==> config.mk <==
export PLATFORM = sky130hd
export DESIGN_NAME = ex_mem_pipe
export DESIGN_NICKNAME = d
export VERILOG_FILES = /design/src/rtl/ex_mem_pipe.sv
export SDC_FILE = /design/constraint.sdc
export NUM_CORES = 1
export LEC_CHECK = 0
export CAP_MARGIN = 10
export CORE_MARGIN = 3
export CORE_UTILIZATION = 30
export CTS_CLUSTER_DIAMETER = 100
export DETAILED_ROUTE_END_ITERATION = 16
export PLACE_DENSITY = 0.55
export SYNTH_ARGS = -nofsm -noshare
export SYNTH_HDL_FRONTEND = slang
export SYNTH_SLANG_ARGS = --single-unit
==> constraint.sdc <==
create_clock -name clk -period 7.4 [get_ports clk]
set_clock_uncertainty 0.15 [all_clocks]
set_input_delay 1.85 -clock clk [delete_from_list [all_inputs] [get_ports clk]]
set_output_delay 1.85 -clock clk [all_outputs]
set_load 0.01 [all_outputs]
==> src/rtl/ex_mem_pipe.sv <==
// EX/MEM pipeline register with a one-entry skid buffer for MemoryUnit stalls.
// The skid only fills while main holds a valid word, so skid_valid implies main_valid.
module ex_mem_pipe #(
  parameter int WIDTH = 75
) (
  input  logic             clk,
  input  logic             rst,
  input  logic             ex_valid,
  input  logic [WIDTH-1:0] ex_word,
  output logic             ex_ready,
  input  logic             Stall_Signal,
  input  logic             flush,
  input  logic             stat_clr,
  output logic [WIDTH-1:0] EX_MEM_output,
  output logic             mem_valid,
  output logic [15:0]      stall_count
);

  logic             main_valid;
  logic [WIDTH-1:0] main_word;
  logic             skid_valid;
  logic [WIDTH-1:0] skid_word;
  logic             hold;
  logic             accept;

  // A bubble in main is always replaced, whatever Stall_Signal says.
  assign hold   = Stall_Signal & main_valid;
  assign accept = ex_valid & ~skid_valid;

  assign ex_ready      = ~skid_valid;
  assign mem_valid     = main_valid;
  assign EX_MEM_output = main_valid ? main_word : '0;

  always_ff @(posedge clk or posedge rst) begin
    if (rst) begin
      main_valid <= 1'b0;
      main_word  <= '0;
      skid_valid <= 1'b0;
      skid_word  <= '0;
    end else if (flush) begin
      // main is older than the redirect; only the younger skid entry and EX word die.
      skid_valid <= 1'b0;
      if (!hold) begin
        main_valid <= 1'b0;
        main_word  <= '0;
      end
    end else if (!hold) begin
      skid_valid <= 1'b0;
      if (skid_valid) begin
        main_valid <= 1'b1;
        main_word  <= skid_word;
      end else if (accept) begin
        main_valid <= 1'b1;
        main_word  <= ex_word;
      end else begin
        main_valid <= 1'b0;
        main_word  <= '0;
      end
    end else if (accept) begin
      skid_valid <= 1'b1;
      skid_word  <= ex_word;
    end
  end

  always_ff @(posedge clk or posedge rst) begin
    if (rst) begin
      stall_count <= '0;
    end else if (stat_clr) begin
      stall_count <= '0;
    end else if (hold && (stall_count != 16'hFFFF)) begin
      stall_count <= stall_count + 16'd1;
    end
  end

endmodule

# Yosys cells after proc, flatten, opt, wreduce, memory -nomap -nowiden
# Cells that the tools add are included.
# totals
wordCells,31
output_inout_bits,93
input_bits,81
regBits,168
# classes
n_bitwise,4
eq_ne,2
n_reduce_logical,3
muxes,16
n_addsub,1
# op_table
operator,n
$mux W75,6
$mux W16,2
$add A16 B1 Y16 const B,1
$ne A16 B16 Y1 const B,1
$mux W1,8
$ne A3 B2 Y1 const B,1
$reduce_and A3 Y1,1
$and A1 B1 Y1,2
$not A1 Y1,2
$reduce_bool A2 Y1,1
$logic_and A1 B1 Y1,1

# Longest topological paths before layout
# Gate-level depths: netlist of the first run.
# depth
ltp_word,6
depth_mapped,7
ltp_nobuf,5

# Worst setup path before layout of the first run
# Ideal clock, no wire load.
# synth_path
kind,input-to-reg
startpoint,input port Stall_Signal
endpoint,register skid_word[0]
required_ns,7.125
setup_ns,0.125
path_stages,7
setup_slack_ns,4.159
arrival_time_ns,2.967
n_path_buf,3
path_cell_list,and2_1 -> buf_2 -> nand2_1 -> nor2_1 -> buf_2 -> buf_4 -> mux2_2
# synth_via
elab_chain_cells,2
# synth_lines
element,line_no,rtl
start: declaration,11,"input logic Stall_Signal,"
$and A1 B1 Y1,27,assign hold = Stall_Signal & main_valid;
$reduce_and A3 Y1 (no line),--,
end signal: assignment,61,skid_word <= ex_word;
end: declaration,22,logic [WIDTH-1:0] skid_word;
# Every way passes these cells.
# A chain may end at the register's enable or synchronous reset.

# Final worst setup path of the first run
# layout_path
startpoint,input port ex_valid
endpoint,register skid_word[43]
# layout_via
elab_chain_cells,2
# layout_lines
element,line_no,rtl
start: declaration,8,"input logic ex_valid,"
$and A1 B1 Y1,28,assign accept = ex_valid & ~skid_valid;
$reduce_and A3 Y1 (no line),--,
# Every way passes these cells.

==> results of run 1 <==
registers in the layout, indices dropped and copies added, names as in the netlist:
signal	count
main_word	75
mem_valid	1
skid_valid	1
skid_word	75
stall_count	16
through the flow:
stage	instance area [um^2]	total power [mW]	worst slack (ns)	util (%)	hold WS (ns)
CTS	10300	2.392	3.029	40.77	0.3273
global route	10300	2.481	2.932	40.77	0.3548
finish	10300	2.361	3.109	40.79	0.3187
detailed placement	9712	1.485	2.653	38.46	0.3121
global placement	9712	1.471	2.646	38.46	0.3032
floorplan	7722	1.336	0.8533	-	0.2918
kinds of logic after synthesis:
kind of cell             synth area share [%]
adder cells (fa/ha/maj)                0.1620
multiplexers                            11.23
AO/OA/AOI/OAI                           13.25
AND/OR/NAND/NOR                         17.29
flip-flops                              54.44
buffers and inverters                   3.629
worst register-to-register path: stages (launching register included):
cell and delay (ns):
dfrtp_2 0.40, buf_4 0.40, nor2b_4 0.23, nand2_1 0.09, nor2_4 0.19, buf_4 0.80
mux2_2 0.45
synth_stat cells, drive strengths merged:
library cell  count  area (um^2)
buf              18        111.4
o21ai            81        405.4
mux2             77        867.1
nand3b            1        7.510
a22oi            39        292.8
clkbuf           39        146.4
nor4b             1        15.01
or3               6        38.79
a21oi            50        250.2
nand3             4        25.02
nand2            85        319.1
nor2              5        18.77
ha                1        12.51
and2             76        475.5
nor3              1        5.000
and3             36        225.2
o21bai            1        7.510
or4               7        52.55
dfrtp           168         4204
nand4             6        43.79
inv               6        22.52
nand2b            1        6.260
nor4              4        55.05
o31ai             9        67.56
nor2b             3        18.77
and4              3        28.78
final cells by class:
type,instances,area (um^2)
antenna,2,5.005
clock buffer,20,446.7
tap,330,412.9
multi-input combinational,497,3258
timing repair buffer,183,1807
clock inverter,12,138.9
sequential,168,4207
inverter,6,27.53
fill,2449,14950
layer usage:
| metal | vias to the layer above | wire (um) | global-route usage [%] |
|---|---|---|---|
| li1 | 2845 | - | - |
| met1 | 2930 | 9796 | 21.16 |
| met2 | 138 | 9608 | 24.27 |
| met3 | 22 | 1000 | 3.062 |
| met4 | 2 | 320 | 4.376 |
| met5 | - | 11 | 0 |
power breakdown:
part / total [mW] / switching [mW] / internal [mW]
logic: 0.330 / 0.144 / 0.186
registers: 1.13 / 0.0723 / 1.06
clock network: 0.901 / 0.388 / 0.512
cell usage in the layout, fill, tap and decap left out, drive strengths merged:
cell type,instances
and2,76
o31ai,9
mux2,77
inv,11
nor4b,1
or3,6
nand3b,1
nand2b,1
a22oi,39
dfrtp,168
and4,3
nand4,6
nor3,1
nor4,4
clkdlybuf4s50,173
diode,2
buf,10
bufinv,2
nand2,85
nand3,4
or4,7
clkinv,2
clkbuf,20
o21bai,1
nor2b,3
and3,36
nor2,5
ha,1
a21oi,50
o21ai,81
clkinvlp,3
worst paths after layout:
path,to,slack (ns),depth (start not counted)
min reg2reg,main_word[24],0.32,2
min,main_word[24],0.32,2
max,skid_word[43],3.11,7
min in group asynchronous,main_word[14],1.73,2
max reg2reg,skid_word[43],4.58,6
max in group asynchronous,skid_word[74],4.18,3
==> results.md, run 1 <==
- Status: finished clean
- Min-delay src: main_word[24]
- FMAX: 0.2330 GHz
- Die Y-Extent: roughly 170 um
- Via count: between 5000 and 6000
- Register area share after synthesis: 54.44%
- Row cnt: 58
- Gpl congestion: 0.7326
- GRT Util Overall: about 15%
- Share of cells above drive strength 1: 14.67%
- Layout area overhead: 33.41%
- Detailed Place HPWL: roughly 13 mm
- Wirelength per Cell: 17.03 um
- Cell count after synthesis: 728
- Worst path bufs/invs: 3
- Crit-path cells: clkdlybuf4s50_1, buf_4, nor2b_4, nand2_1, nor2_4, buf_4, mux2_2
- DRT Pass-1 Iters: 4
- Die width: 166.4 um
- Final hold viol count: 0
- CTS tree: built
- Setup Buffers After CTS: 0
- Final worst path period share: 57.99%
- Static Leak: 4.262 nW
- Post_cts resized: 0
- Setup violators final: 0
- Die area: 27700 um^2
- Drt drc: 0
- Max-cap violation count: 0
- Critical Path End Type: flip-flop
- Initial antenna violation count: 1
- Worst path required time: 7.55 ns
- Final TNS setup: 0 ns
- Core ar.: 25250 um^2
- DR vias/cell: 4.874
- Effective utilization at floorplan: between 30% and 40%
- RSZ-0062 raised after global routing: false
- CTS Root Cell: clkbuf_16
- Slowest cell delay on critical path: 0.80 ns
- Synth Net Count: 810
- Worst Tran Pin Value: 0.9913 ns
- Reg clk slew, reported paths: 0.06 ns
- Worst-path maximum fanout: 69
- Global route overflow: 0
- CTS Buf Count: 17
- Area of the mapped netlist: 7722 um^2
- Most frequent cell on the critical path: buf_4
- Syn_area_per_cell: 10.61 um^2
- Max-slew violations: 0
- Final nets: 955
- Max-slew headroom: 33.91%
- Hold_buf cts: 0
- Slowest stage cell on the critical path: buf_4
- Hold Crit Class: flip-flop to flip-flop
- ANT nets after route: 0
- Netlist cell types: 35
- Iter 0 DRT Violations: between 400 and 500
- CP top delay family: buffers and inverters
- Pin count of the biggest net entering global routing: 78
- First-pass GRT wire length: around 34 mm
- Cell Pwr Density: 229.2 nW/um^2
- I/O Pins: 174
- Post-placement cell count: 1184
- Worst skew pair latency: between 0.4 and 0.5 ns
- Critical Path AT: 4.44 ns
- Drt total wl: 20.74 mm
- Non-Filler Instances: 1218
- Clock tree buffer depth: 2
- Final min period: 4.291 ns
- Peak VDD IR: approximately 0.00011 V
- H-tree depth: 4
- Critical Path Start: ex_valid
- Synth warnings: 0
- #FFs+latches synth: 168
- Vias in the first global route: 6084
- Clock Sinks: 168
- Startpoint Class: input port
- Port bufs: 173
- Reg-to-Reg Start: skid_valid
- WS Path Type: input port to flip-flop
Note: power is estimated with default switching activity, not from simulation.
==> run 2, diff against run 1 <==
--- a/config.mk
+++ b/config.mk
@@ -10,7 +10,7 @@
 export CORE_UTILIZATION = 30
 export CTS_CLUSTER_DIAMETER = 100
 export DETAILED_ROUTE_END_ITERATION = 16
-export PLACE_DENSITY = 0.55
+export PLACE_DENSITY = 0.57
 export SYNTH_ARGS = -nofsm -noshare
 export SYNTH_HDL_FRONTEND = slang
 export SYNTH_SLANG_ARGS = --single-unit
==> constraint.sdc (replaced) <==
create_clock -name clk -period 3.7 [get_ports clk]
set_clock_uncertainty 0.15 [all_clocks]
set_input_delay 0.925 -clock clk [delete_from_list [all_inputs] [get_ports clk]]
set_output_delay 0.925 -clock clk [all_outputs]
set_load 0.01 [all_outputs]
==> run 2 against run 1 <==
Effect of this change: largest power group unchanged; largest cell class unchanged; highest routed layer is now met4; critical path depth shrank 4; critical path type is now flip-flop to primary output; wire length grew 0.75%; total power grew 99%; register-to-register slack lost 3.0 ns; worst hold slack gained 0.0021 ns; sequential power grew 100%.
==> results.md, run 2 (synthesized netlist as in run 1, its figures left out) <==
- Status: finished clean
- Post_cts resized: 0
- Top Registers: main_word x75, skid_word x75, stall_count x16
- Clock tree buffer depth: 2
- Number of fill cells in the layout: between 2000 and 2500
- RSZ-0062 raised after global routing: false
- WL met3: 976 um
- Layout area overhead: 35.35%
- First-pass GRT wire length: ~34 mm
- Pin count of the biggest net entering global routing: 77
- CTS tree: built
- Final TNS setup: 0 ns
- Peak VDD IR: 0.0002373 V
- Worst skew pair latency: ~0.42 ns
- Max-slew headroom: 39.98%
- R2R setup slack: 1.57 ns
- Via count: 6018
- Area after DPL: 9881 um^2
- Clock Sinks: between 150 and 200
- Critical Path End Type: primary output
- I/O Pins: 174
- DR vias/cell: 4.909
- Startpoint Class: flip-flop
- WL met1: 9.888 mm
- Row cnt: 58
- Worst Hold End: main_word[9]
- GRT Util Overall: 15.30%
- Worst path required time: 2.62 ns
- DP Worst Slack: 0.7312 ns
- Final hold viol count: 0
- Critical Path Start: mem_valid
- Setup Buffers After CTS: 0
- Die width: 166.4 um
- Drt total wl: 20.89 mm
- Reg clk slew, reported paths: 0.07 ns
- FMAX: ~0.33 GHz
- Iter 0 DRT Violations: roughly 300
- Antenna diode count: 0
- ANT nets after route: 0
- Most common cell after layout, fill and taps aside: clkdlybuf4s50_1
- WHS: between 0.3 and 0.4 ns
- Commonest non-fill, non-tap cells in the layout: clkdlybuf4s50_1, dfrtp_1, nand2_1, o21ai_0, mux2_2
- Post-placement cell count: around 1200
- Total power: 4.706 mW
- CTS Root Cell: clkbuf_16
- Static Leak: 4.346 nW
- Met2 WL: ~9.8 mm
- Vias in the first global route: 6189
- Final nets: about 970
- Die Y-Extent: 166.4 um
- Core ar.: 25250 um^2
- Post-route design area: 10450 um^2
- Reg-to-Reg Start: mem_valid
- Die area: 27700 um^2
- Final setup margin: 0.6866 ns
- Final Util: 41.39%
- Wirelength per Cell: about 17 um
- Gpl congestion: 0.7407
- Hold Crit Class: flip-flop to flip-flop
- Drt drc: 0
- Final worst path period share: 81.44%
- DRT Pass-1 Iters: 4
- Detailed Place HPWL: 13.44 mm
- Critical Path AT: ~1.9 ns
- Share of cells above drive strength 1: 15.85%
- Non-Filler Instances: between 1000 and 1500
- Min-delay src: main_word[9]
- Port bufs: 173
- Global route overflow: 0
- Max layer used: met4
- Worst-path maximum fanout: 38
- H-tree depth: 4
- Hold_buf cts: 0
- Max-cap violation count: 0
- WS Path Type: flip-flop to primary output
- Reg2reg end: skid_word[69]
- Worst Hold Depth: 2
- Setup violators final: 0
- Cell Pwr Density: 450.3 nW/um^2
- Max-slew violations: 0
- Initial antenna violation count: 0
- Cell count of the worst reg-to-reg path: 6
- Effective utilization at floorplan: 30.58%
- CTS Buf Count: 17
- Final min period: 3.013 ns
- Worst Tran Pin Value: roughly 0.90 ns
[run 2: layout make-up]
cell class	count	area, um^2	area share, %
sequential	168	4207	40.24
multi-input combinational	497	3258	31.17
timing repair buffer	194	1977	18.91
clock buffer	18	439.2	4.202
tap	330	412.9	3.950
clock inverter	13	132.6	1.269
inverter	6	26.28	0.2514
[run 2: worst max path at each step]
| stage | depth (start not counted) | endpoint | slack, ns |
|---|---|---|---|
| after floorplan | 1 | main_word[0] | 0.48 |
| after global placement | 6 | skid_word[0] | 0.72 |
| after detailed placement | 6 | skid_word[18] | 0.73 |
| final | 3 | EX_MEM_output[72] | 0.69 |
| after CTS | 3 | EX_MEM_output[72] | 0.67 |
| after global routing | 3 | EX_MEM_output[72] | 0.59 |
[run 2: routing by layer]
| layer | GRT usage [%] | vias to the layer above |
|---|---|---|
| met1 | 21.12 | 2984 |
| met4 | 3.515 | 0 |
| met3 | 4.011 | 19 |
| li1 | - | 2868 |
| met2 | 24.31 | 147 |
| met5 | 0 | - |
[run 2: report_power, final]
part	total [mW]	internal [mW]	switching, mW
Sequential	2.26	2.12	0.142
Combinational	0.686	0.391	0.295
Clock	1.76	0.965	0.796
[run 2: critical path: stages, from the launching register on]
cell and delay (ns):
dfrtp_2 0.38, buf_4 0.31, and2_1 0.26, clkdlybuf4s50_1 0.56
